**config.mk**
```make
export PLATFORM = sky130hd
export DESIGN_NAME = rvvi_rx_packer
export DESIGN_NICKNAME = d
export VERILOG_FILES = /design/src/rtl/rvvi_rx_packer.sv
export SDC_FILE = /design/constraint.sdc
export NUM_CORES = 1
export LEC_CHECK = 0
export CAP_MARGIN = 20
export CORE_UTILIZATION = 50
export DETAILED_ROUTE_END_ITERATION = 16
export GPL_ROUTABILITY_DRIVEN = 1
export MAX_ROUTING_LAYER = met4
export PLACE_DENSITY_LB_ADDON = 0.15
export REMOVE_ABC_BUFFERS = 1
export SYNTH_ARGS = -nofsm -noshare
export SYNTH_HDL_FRONTEND = slang
export SYNTH_SLANG_ARGS = --single-unit
```
**constraint.sdc**
```tcl
create_clock -name clk -period 2.25 [get_ports clk]
set_input_delay 0.3375 -clock clk [delete_from_list [all_inputs] [get_ports clk]]
set_output_delay 0.3375 -clock clk [all_outputs]
set_load 0.03 [all_outputs]
```
**src/rtl/rvvi_rx_packer.sv**
```systemverilog
// rvvi_rx_packer: packs MAC receive bytes little-endian into 32-bit RVVI words,
// truncates over-length frames, flags errored frames and keeps frame/error counts.
module rvvi_rx_packer #(
   parameter int unsigned MAX_WORDS = 384,
   parameter int unsigned CNTW      = 16
) (
   input  logic            clk,
   input  logic            resetn,
   input  logic [7:0]      RxTdata,
   input  logic            RxTvalid,
   input  logic            RxTlast,
   input  logic            RxTuser,
   output logic [31:0]     RvviAxiRdata,
   output logic [3:0]      RvviAxiRstrb,
   output logic            RvviAxiRlast,
   output logic            RvviAxiRuser,
   output logic            RvviAxiRvalid,
   output logic [CNTW-1:0] FrameCount,
   output logic [CNTW-1:0] ErrorCount
);

   localparam int unsigned WCW = $clog2(MAX_WORDS + 1);

   typedef enum logic [1:0] {
      IDLE    = 2'd0,
      PACK    = 2'd1,
      DISCARD = 2'd2
   } state_t;

   state_t         state;
   logic [31:0]    acc;
   logic [1:0]     byteIdx;
   logic [WCW-1:0] wordCount;

   logic [31:0]    merged_c;
   logic [3:0]     strb_c;
   logic           emit_c;
   logic           trunc_c;
   logic           frameEnd_c;
   logic           user_c;

   // Merge the incoming byte into its lane and decide whether a word goes out.
   always_comb begin
      merged_c   = acc | (32'(RxTdata) << {byteIdx, 3'b000});
      strb_c     = 4'b0001;
      case (byteIdx)
         2'd0:    strb_c = 4'b0001;
         2'd1:    strb_c = 4'b0011;
         2'd2:    strb_c = 4'b0111;
         default: strb_c = 4'b1111;
      endcase
      emit_c     = RxTvalid && (state != DISCARD) && (RxTlast || (byteIdx == 2'd3));
      // The word numbered MAX_WORDS without a natural end cuts the frame short.
      trunc_c    = emit_c && !RxTlast && (wordCount == WCW'(MAX_WORDS - 1));
      frameEnd_c = emit_c && (RxTlast || trunc_c);
      user_c     = RxTlast ? RxTuser : trunc_c;
   end

   // Packing state machine, registered word outputs and saturating statistics.
   always_ff @(posedge clk or negedge resetn) begin
      if (!resetn) begin
         state         <= IDLE;
         acc           <= '0;
         byteIdx       <= '0;
         wordCount     <= '0;
         RvviAxiRdata  <= '0;
         RvviAxiRstrb  <= '0;
         RvviAxiRlast  <= 1'b0;
         RvviAxiRuser  <= 1'b0;
         RvviAxiRvalid <= 1'b0;
         FrameCount    <= '0;
         ErrorCount    <= '0;
      end else begin
         RvviAxiRvalid <= 1'b0;
         if (emit_c) begin
            RvviAxiRdata  <= merged_c;
            RvviAxiRstrb  <= strb_c;
            RvviAxiRlast  <= frameEnd_c;
            RvviAxiRuser  <= user_c;
            RvviAxiRvalid <= 1'b1;
            acc           <= '0;
            byteIdx       <= '0;
            wordCount     <= frameEnd_c ? '0 : wordCount + WCW'(1);
            if (frameEnd_c) begin
               if (FrameCount != {CNTW{1'b1}}) FrameCount <= FrameCount + CNTW'(1);
               if (user_c && (ErrorCount != {CNTW{1'b1}})) ErrorCount <= ErrorCount + CNTW'(1);
            end
            if (trunc_c)      state <= DISCARD;
            else if (RxTlast) state <= IDLE;
            else              state <= PACK;
         end else if (RxTvalid) begin
            case (state)
               IDLE, PACK: begin
                  acc     <= merged_c;
                  byteIdx <= byteIdx + 2'd1;
                  state   <= PACK;
               end
               DISCARD: begin
                  if (RxTlast) state <= IDLE;
               end
               default: state <= IDLE;
            endcase
         end
      end
   end

endmodule
```
---- Word level (Yosys, flattened, before mapping) ----
Index checks and enable logic that the tools add are counted.
cells by class
  add/subtract/negate cells ............... 4
  equal/unequal tests ..................... 10
  shift-type cells ........................ 1
  mux-type cells .......................... 16
  bitwise gates (word level) .............. 1
  reductions and logical operators ........ 18
operator list
  cell                     count
  $mux W32                 3
  $add A16 B1 Y16 const B  2
  $ne A16 B16 Y1 const B   2
  $or A32 B32 Y32          1
  $shl A8 B5 Y32           1
  $mux W2                  7
  $pmux W4 S3              1
  $add A9 B1 Y9 const B    1
  $eq A9 B9 Y1 const B     1
  $mux W9                  1
  $eq A2 B2 Y1 const B     3
  $logic_and A1 B1 Y1      6
  $reduce_and A3 Y1        2
  $eq A2 B1 Y1 const B     2
  $logic_not A2 Y1         2
  $pmux W2 S2              1
  $reduce_and A2 Y1        2
  $reduce_bool A2 Y1       2
  $mux W1                  3
  $ne A3 B3 Y1 const B     1
  $add A2 B1 Y2 const B    1
  $logic_or A1 B1 Y1       2
  $ne A2 B2 Y1 const B     1
  $reduce_or A2 Y1         1
  $logic_not A1 Y1         1
storage, ports and cells
  register bits ........................... 116
  output and inout port bits .............. 71
  word-level logic and storage cells ...... 61

---- Depth between registers and ports, before layout ----
Gate-level depths: netlist of the first run.
  depth in word-level cells ............... 8
  depth in mapped cells ................... 8
  mapped depth without buffers ............ 6

---- Worst setup path before layout of the first run ----
No wires, ideal clock.
  path type ............................... register to register
  start ................................... register wordCount[0]
  end ..................................... register ErrorCount[14]
  data arrival time ....................... 1.855 ns
  data required time ...................... 2.125 ns
  setup slack ............................. 0.270 ns
  cell stages (with the launch flop) ...... 7
  buffers on the path ..................... 0
  clock period less this slack ............ 1.980 ns
  cells stage by stage .................... dfrtp_1 ha_1 nand4_2 o41a_4 nor3_2 nand3_1 mux2_4
on the way
  cells in the longest elaborated chain, start to end .. 5
  elaborated cells on any way between the ends .. 7
RTL lines
  element                                               RTL line  source
  start, declared                                       33        logic [WCW-1:0] wordCount;
  start signal, assigned                                83        wordCount <= frameEnd_c ? '0 : wordCount + WCW'(1);
  $eq A9 B9 Y1 (*)                                      54        trunc_c = emit_c && !RxTlast && (wordCount == WCW'(MAX_WORDS - 1));
  $logic_and A1 B1 Y1 (*)                               54
  $mux W1 / $logic_or A1 B1 Y1 (equally long branches)  56, 55
  $logic_and A1 B1 Y1, on equally long branches         86, 55
  $reduce_and A3 Y1 (no source line) (*)                --
  end signal, assigned                                  86        if (user_c && (ErrorCount != {CNTW{1'b1}})) ErrorCount <= ErrorCount + CNTW'(1);
  end, declared                                         19        output logic [CNTW-1:0] ErrorCount
Mark *: on every way between the ends. The rest lies on a longest branch, timed or not.
A chain may end at the register's enable or synchronous reset.

---- Worst setup path in the final report of the first run ----
  start ................................... register wordCount[0]
  end ..................................... register ErrorCount[1]
The elaborated chain is that of the path after synthesis.

==> key figures, run 1 <==
Synth
  – Synth top area cells: dfrtp_1 (59%), a21oi_1 (6.7%), o21ai_0 (4.5%), nand2_1 (4.5%), xnor2_1 (3.7%)
  – Post-synth top cells: dfrtp_1 (116), a21oi_1 (66), nand2_1 (59)
  – Synth warn: 0
  – Yosys top cell area share: 58.60%
  – Cell taking the most area after synthesis: dfrtp_1
  – Ys async rst share: 100.0%
  – Post-Syn Instances: 486
  – Most common flop cell mapped by yosys: dfrtp_1
  – Post-synthesis register bit count: 116
  – Most common cell in the netlist: dfrtp_1
  – Synthesized area: between 4000 and 5000 um2
  – Mapped Avg Cell Area: a little over 10 um2
  – Sequential area share after synthesis: between 50% and 60%
  – Post-synth cell types: 45
  – Post-synth EDFFs: 0

Final layout
  – Ant diodes: 0
  – Layout cells sized above 1: a little under an eighth
  – P&R area growth vs syn: 34.91%
  – Net count reported at finish: 606

GRT
  – GR peak layer: met2
  – Largest net degree at the start of global routing: 70
  – Antenna violations before repair: 0
  – GR Util met2: ~38%
  – Grt total ovfl: 0
  – GRT Total Usage: about 25%
  – Vias in the first global route: 3915
  – Met3 usage: about 5.5%
  – First-pass GRT wire length: 18.86 mm
  – Grt met1 use: roughly a third

STA
  – Period utilization: about 97%
  – Final WS setup: between 0.07 and 0.08 ns
  – Slew @ Worst Pin: 0.7270 ns
  – Clk_skew: a little over 0.007 ns
  – Max Transition Viols Final: 0
  – Slew Limit Headroom: between 50% and 60%
  – Peak Freq: about 460 MHz
  – # setup viols final: 0
  – Final Hold Fails: 0
  – Tmin final: 2.174 ns

Worst setup path
  – CP Data Arrival Time: 2.57 ns
  – Critical path class: reg2reg
  – WP buf/inv: 0
  – Crit path cell chain: ha_2, nand4_2, o41a_4, a211oi_4, mux2_1
  – CP max-delay cell: o41a_4
  – CP max FO: 7
  – R2R depth: 5
  – CP startpoint kind: register
  – CP Capture Type: register
  – Crit-path max cell delay: between 0.5 and 0.6 ns
  – CP required: between 2 and 3 ns
  – Kind of cell adding the most delay to the critical path: compound AO/OA/AOI/OAI gates
  – WP depth: 5

Placement
  – Gp weighted congestion: roughly 0.87
  – Post-Place Worst Slack: ~0.071 ns
  – Post-DP HPWL: about 7 mm
  – # port buffers: 83

Clocking
  – TritonCTS buffer count: 17
  – Clock Sinks: 116
  – H-tree levels: 4
  – Worst-path clk slew: approximately 0.050 ns
  – Clock Latency Late Sink: 0.52 ns
  – CTS tree: yes
  – CTS root buffer: clkbuf_8
  – Clock tree buffer depth: 2

Die
  – Rows: 35
  – Die Y: between 100 and 150 um
  – Die area: just over 10000 um2
  – Core area: approximately 9400 um2
  – Die width: slightly above 100 um
  – IO Pins: 84
  – Effective utilization at floorplan: a little over half

Pwr
  – Power density over the cells: 1161 nW/um2
  – Tot Pwr: 0.007758 W
  – Worst vdd ir: 650.7 uV
  – Pleak: 2.954 nW

Route
  – DR iter-0 viols: a little over 200
  – Vias: slightly below 4000
  – DRC errors left: 0
  – Vias per cell: ~5.4
  – Drt pass-1 iters: 4
  – Routed WL: around 11 mm
  – Post-DRT Antenna Nets: 0
  – WL/cell: between 15 and 20 um

Worst hold path
  – Tightest Hold Check Type: in2async

Run
  – Max_cap viols: 0

Status
  – Outcome: complete, no violations
==> final timing paths <==
path / end / from / slack [ns]
max: ErrorCount[1]$_DFFE_PN0P_ / wordCount[0]$_DFFE_PN0N_ / 0.08
min: FrameCount[7]$_DFFE_PN0P_ / resetn / 0.29
max reg2reg: ErrorCount[1]$_DFFE_PN0P_ / wordCount[0]$_DFFE_PN0N_ / 0.08
min reg2reg: RvviAxiRstrb[0]$_DFFE_PN0N_ / RvviAxiRstrb[0]$_DFFE_PN0N_ / 0.46
max in group asynchronous: wordCount[5]$_DFFE_PN0N_ / resetn / 1.24
min in group clk: RvviAxiRstrb[0]$_DFFE_PN0N_ / RvviAxiRstrb[0]$_DFFE_PN0N_ / 0.46
==> repair_timing <==
item / CTS / global route
hold buffers: 1 / 0
hold endpoints to repair: 26 / 0
resized for setup: 0 / 1
setup buffers: 0 / 2
setup endpoints to repair: 0 / 6
==> routing by layer <==
metal | vias up | wire length (um)
met5 | - | 0
met4 | 0 | 191
met3 | 23 | 544
met2 | 116 | 5471
met1 | 1935 | 5114
li1 | 1895 | -
==> logic make-up (layout without fill, tap and decap cells) <==
group | count (synthesis) | in the layout | synth area share [%]
DFF | 116 | 116 | 58.60
muxes | 5 | 5 | 1.212
adders and majority gates | 6 | 6 | 1.515
buffers and inverters | 34 | 148 | 2.778
AOI/OAI and AO/OA | 127 | 127 | 14.32
xor gates and xnor gates | 29 | 29 | 5.128
and+or+nand+nor | 169 | 169 | 16.44
==> placed cells by master (no fill, tap or decap), types with 2 or more instances in the layout <==
cell type	instances
dfrtp_1	116
o21ai_0	45
nand2_1	59
nor2_1	44
nand4_1	12
nor3_2	3
nand2b_1	2
bufinv_16	4
clkdlybuf4s50_1	82
inv_1	11
nand3_1	21
buf_4	20
a31oi_1	2
nor3_1	8
clkbuf_16	16
clkinvlp_4	5
o21a_1	2
nor4_1	3
mux2_1	3
ha_1	5
xnor2_1	21
clkinv_2	3
and2_1	3
clkbuf_8	3
and3_1	7
a21oi_1	66
buf_12	2
xor2_1	8
==> power breakdown <==
group	total, W	internal, W	switching (W)
combinational	0.00211	0.000852	0.00126
sequential	0.00286	0.00252	0.000340
clock	0.00279	0.00185	0.000938
total	0.00776	0.00522	0.00254
==> registers in the layout, indices dropped and copies added (netlist names) <==
signal,count
wordCount,9
FrameCount,16
acc,32
state,2
RvviAxiRlast,1
RvviAxiRvalid,1
RvviAxiRuser,1
byteIdx,2
ErrorCount,16
RvviAxiRdata,32
RvviAxiRstrb,4
==> per-stage QoR <==
stage | instances | util (%) | instance area [um2] | hold WS, ns | setup TNS (ns)
2_1_floorplan | 463 | - | 4857 | 0.04191 | -248.59
3_3_place_gp | 694 | 64.07 | 6032 | 0.2790 | 0
3_5_place_dp | 694 | 64.07 | 6032 | 0.2909 | 0
4_1_cts | 727 | 70.79 | 6665 | 0.2945 | 0
5_1_grt | 729 | 70.98 | 6683 | 0.3173 | -0.01469
6_report | 729 | 70.98 | 6683 | 0.2948 | 0
==> final cells by class <==
| type | instances | area, um2 |
|---|---|---|
| Clock inverter | 13 | 181.4 |
| Inverter | 11 | 41.29 |
| Sequential cell | 116 | 2903 |
| Clock buffer | 19 | 441.7 |
| Timing Repair Buffer | 105 | 1021 |
| Tap cell | 129 | 161.4 |
| Multi-Input combinational cell | 336 | 1933 |
| Fill cell | 705 | 2733 |
No activity file was read; power rests on OpenSTA's default activity.
==> inputs of run 2 (changes only) <==
- CORE_MARGIN: default -> 5
- REMOVE_ABC_BUFFERS: 1 -> default
==> run 2 against run 1 <==
Count of clock-buffer cells in the layout increased by 2. Global-route usage decreased by 4.1 points. Die area increased by 16%. Clock power decreased by 3%. Flip-flop and latch count unchanged. Non-clock buffer count decreased by 2. Sequential power about the same. Total power decreased by 1.4%. Final area decreased by 0.49%. Cell count increased by 0.27%. Critical path depth unchanged. Critical path type unchanged. Critical endpoint unchanged.
==> key figures, run 2 (synthesis results as in run 1) <==
Status
  – Outcome: complete, no violations

STA
  – Slew @ Worst Pin: about 0.6 ns
  – Max Transition Viols Final: 0
  – # setup viols final: 0
  – Slew Limit Headroom: 59.54%
  – Clk_skew: between 0.007 and 0.008 ns
  – Setup TNS: 0 ns
  – RSZ-0062 raised after global routing: false
  – Final Hold Fails: 0
  – WHS: ~0.34 ns
  – Peak Freq: between 400 and 500 MHz
  – Tmin final: approximately 2.1 ns
  – Period utilization: around 93%

Pwr
  – Flop pwr share: a little under two fifths
  – Pint: 0.005116 W
  – Worst vdd ir: between 600 and 700 uV
  – Pleak: slightly below 3 nW
  – Power density over the cells: roughly 1200 nW/um2
  – Switching Share: about a third
  – Net Sw Power: ~0.0025 W
  – Clock network power share: a little over a third
  – Comb power frac: 27.4%

GRT
  – GRT Total Usage: 20.90%
  – Largest net degree at the start of global routing: slightly below 70
  – Vias in the first global route: 3829
  – Grt total ovfl: 0
  – Antenna violations before repair: 0
  – First-pass GRT wire length: 18.75 mm

Route
  – Vias per cell: 5.290
  – Post-DRT Antenna Nets: 0
  – DR iter-0 viols: about 280
  – Routed WL: 11.27 mm
  – Vias: ~3900
  – WL/cell: 15.42 um
  – DRC errors left: 0
  – Drt pass-1 iters: 4

Final layout
  – Design area: 6650 um2
  – Footprint of the multi-input gates: 1933 um2
  – P&R area growth vs syn: 34.25%
  – Commonest cells after routing, fill and taps aside: dfrtp_1 (116), clkdlybuf4s50_1 (82), a21oi_1 (66)
  – Ant diodes: 0
  – Reg area: 2903 um2
  – Layout cells sized above 1: 11.04%
  – Commonest non-fill, non-tap cell in the layout: dfrtp_1
  – Leading registers by flop count: RvviAxiRdata (32), acc (32)
  – Net count reported at finish: around 600
  – Fillcell total: around 770

Die
  – Rows: 36
  – Die area: between 10000 and 15000 um2
  – Die Y: ~110 um
  – Die width: approximately 110 um
  – Core area: a little under 10000 um2
  – IO Pins: 84
  – Effective utilization at floorplan: about 50%

Worst setup path
  – R2R depth: 5
  – Critical path class: reg2reg
  – CP max FO: 7
  – CP Data Arrival Time: roughly 2.5 ns
  – CP startpoint kind: register
  – Worst reg2reg startpoint: wordCount[0]$_DFFE_PN0N_
  – CP required: around 2.7 ns
  – CP Capture Type: register
  – R2R setup slack: between 0.1 and 0.15 ns
  – Critical path origin: wordCount[0]$_DFFE_PN0N_
  – Crit path to: ErrorCount[1]$_DFFE_PN0P_
  – Reg2Reg Capture Point: ErrorCount[1]$_DFFE_PN0P_

Clocking
  – Postcts setup bufs: 0
  – TritonCTS buffer count: 17
  – Clock Latency Late Sink: 0.52 ns
  – CTS tree: yes
  – Worst-path clk slew: approximately 0.060 ns
  – Clock Sinks: ~120
  – CTS root buffer: clkbuf_8
  – Clock tree buffer depth: 2
  – H-tree levels: 4

Placement
  – Dpl cell area: just over 6000 um2
  – # port buffers: 83
  – Gp weighted congestion: just over 0.8
  – Post-DP HPWL: 7.552 mm

Worst hold path
  – Tightest Hold Check Type: in2async

Run
  – Max_cap viols: 0

Synth
  – Synthesized net count: ~510
==> run 2: changes by cell type in the layout (fill, tap and decap cells not counted) <==
| cell | previous run | this run |
|---|---|---|
| bufinv_16 | 4 | 3 |
| clkbuf_1 | 0 | 2 |
| clkinv_4 | 1 | 2 |
| clkinv_2 | 3 | 1 |
| clkinvlp_4 | 5 | 4 |
| buf_4 | 20 | 18 |
| inv_6 | 0 | 1 |
==> run 2: worst min-delay path by stage <==
| stage | endpoint | slack, ns | depth (start not counted) |
|---|---|---|---|
| 6_report | ErrorCount[0]$_DFFE_PN0P_ | 0.34 | 2 |
| 5_1_grt | ErrorCount[7]$_DFFE_PN0P_ | 0.39 | 2 |
| 4_1_cts | ErrorCount[0]$_DFFE_PN0P_ | 0.34 | 2 |
| 3_5_place_dp | ErrorCount[0]$_DFFE_PN0P_ | 0.33 | 1 |
| 3_3_place_gp | ErrorCount[0]$_DFFE_PN0P_ | 0.33 | 1 |
| 2_1_floorplan | ErrorCount[0]$_DFFE_PN0P_ | 0.04 | 0 |
==> run 2: area by class of cell <==
| cell class | instances | share of cell area (%) |
|---|---|---|
| Clock inverter | 11 | 2.277 |
| Inverter | 11 | 0.6209 |
| Timing Repair Buffer | 103 | 15.13 |
| Tap cell | 133 | 2.502 |
| Multi-Input combinational cell | 336 | 29.07 |
| Clock buffer | 21 | 6.754 |
| Sequential cell | 116 | 43.65 |
==> run 2: metrics by stage <==
stage | utilization [%] | total power [W] | std cells | worst slack [ns]
after global routing | 68.35 | 0.008046 | 731 | 0.02008
after floorplan | - | 0.004034 | 486 | 0.2702
after CTS | 68.33 | 0.007735 | 731 | 0.1045
final | 68.35 | 0.007651 | 731 | 0.1467
after detailed placement | 62.05 | 0.004986 | 698 | 0.05011
after global placement | 62.05 | 0.004931 | 698 | 0.1326
==> run 2: timing repair <==
action / in CTS / in global routing
hold endpoints to repair: 35 / 0
resized for setup: 0 / 1
endpoints found under the setup margin: 0 / 5
hold buffers: 1 / 0
==> run 2: power groups by stage <==
stage               combinational (W)  clock [W]  sequential [W]
global route                  0.00227    0.00285         0.00292
CTS                           0.00212    0.00275         0.00286
detailed placement            0.00210          0         0.00288
finish                        0.00209    0.00270         0.00286
global placement              0.00206          0         0.00287
floorplan                    0.000620          0         0.00341
==> run 2: layer usage <==
metal	GRT usage [%]	share of wire, %
met1	26.00	44
met2	33.04	49
met3	6.342	5.2
met4	6.411	1.6
met5	-	0
==> run 2: critical path, stage by stage, from the launching register on <==
cell and delay (ns):
dfrtp_1 0.41, ha_2 0.24, nand4_2 0.15, o41a_4 0.52
a211oi_4 0.31, mux2_1 0.35
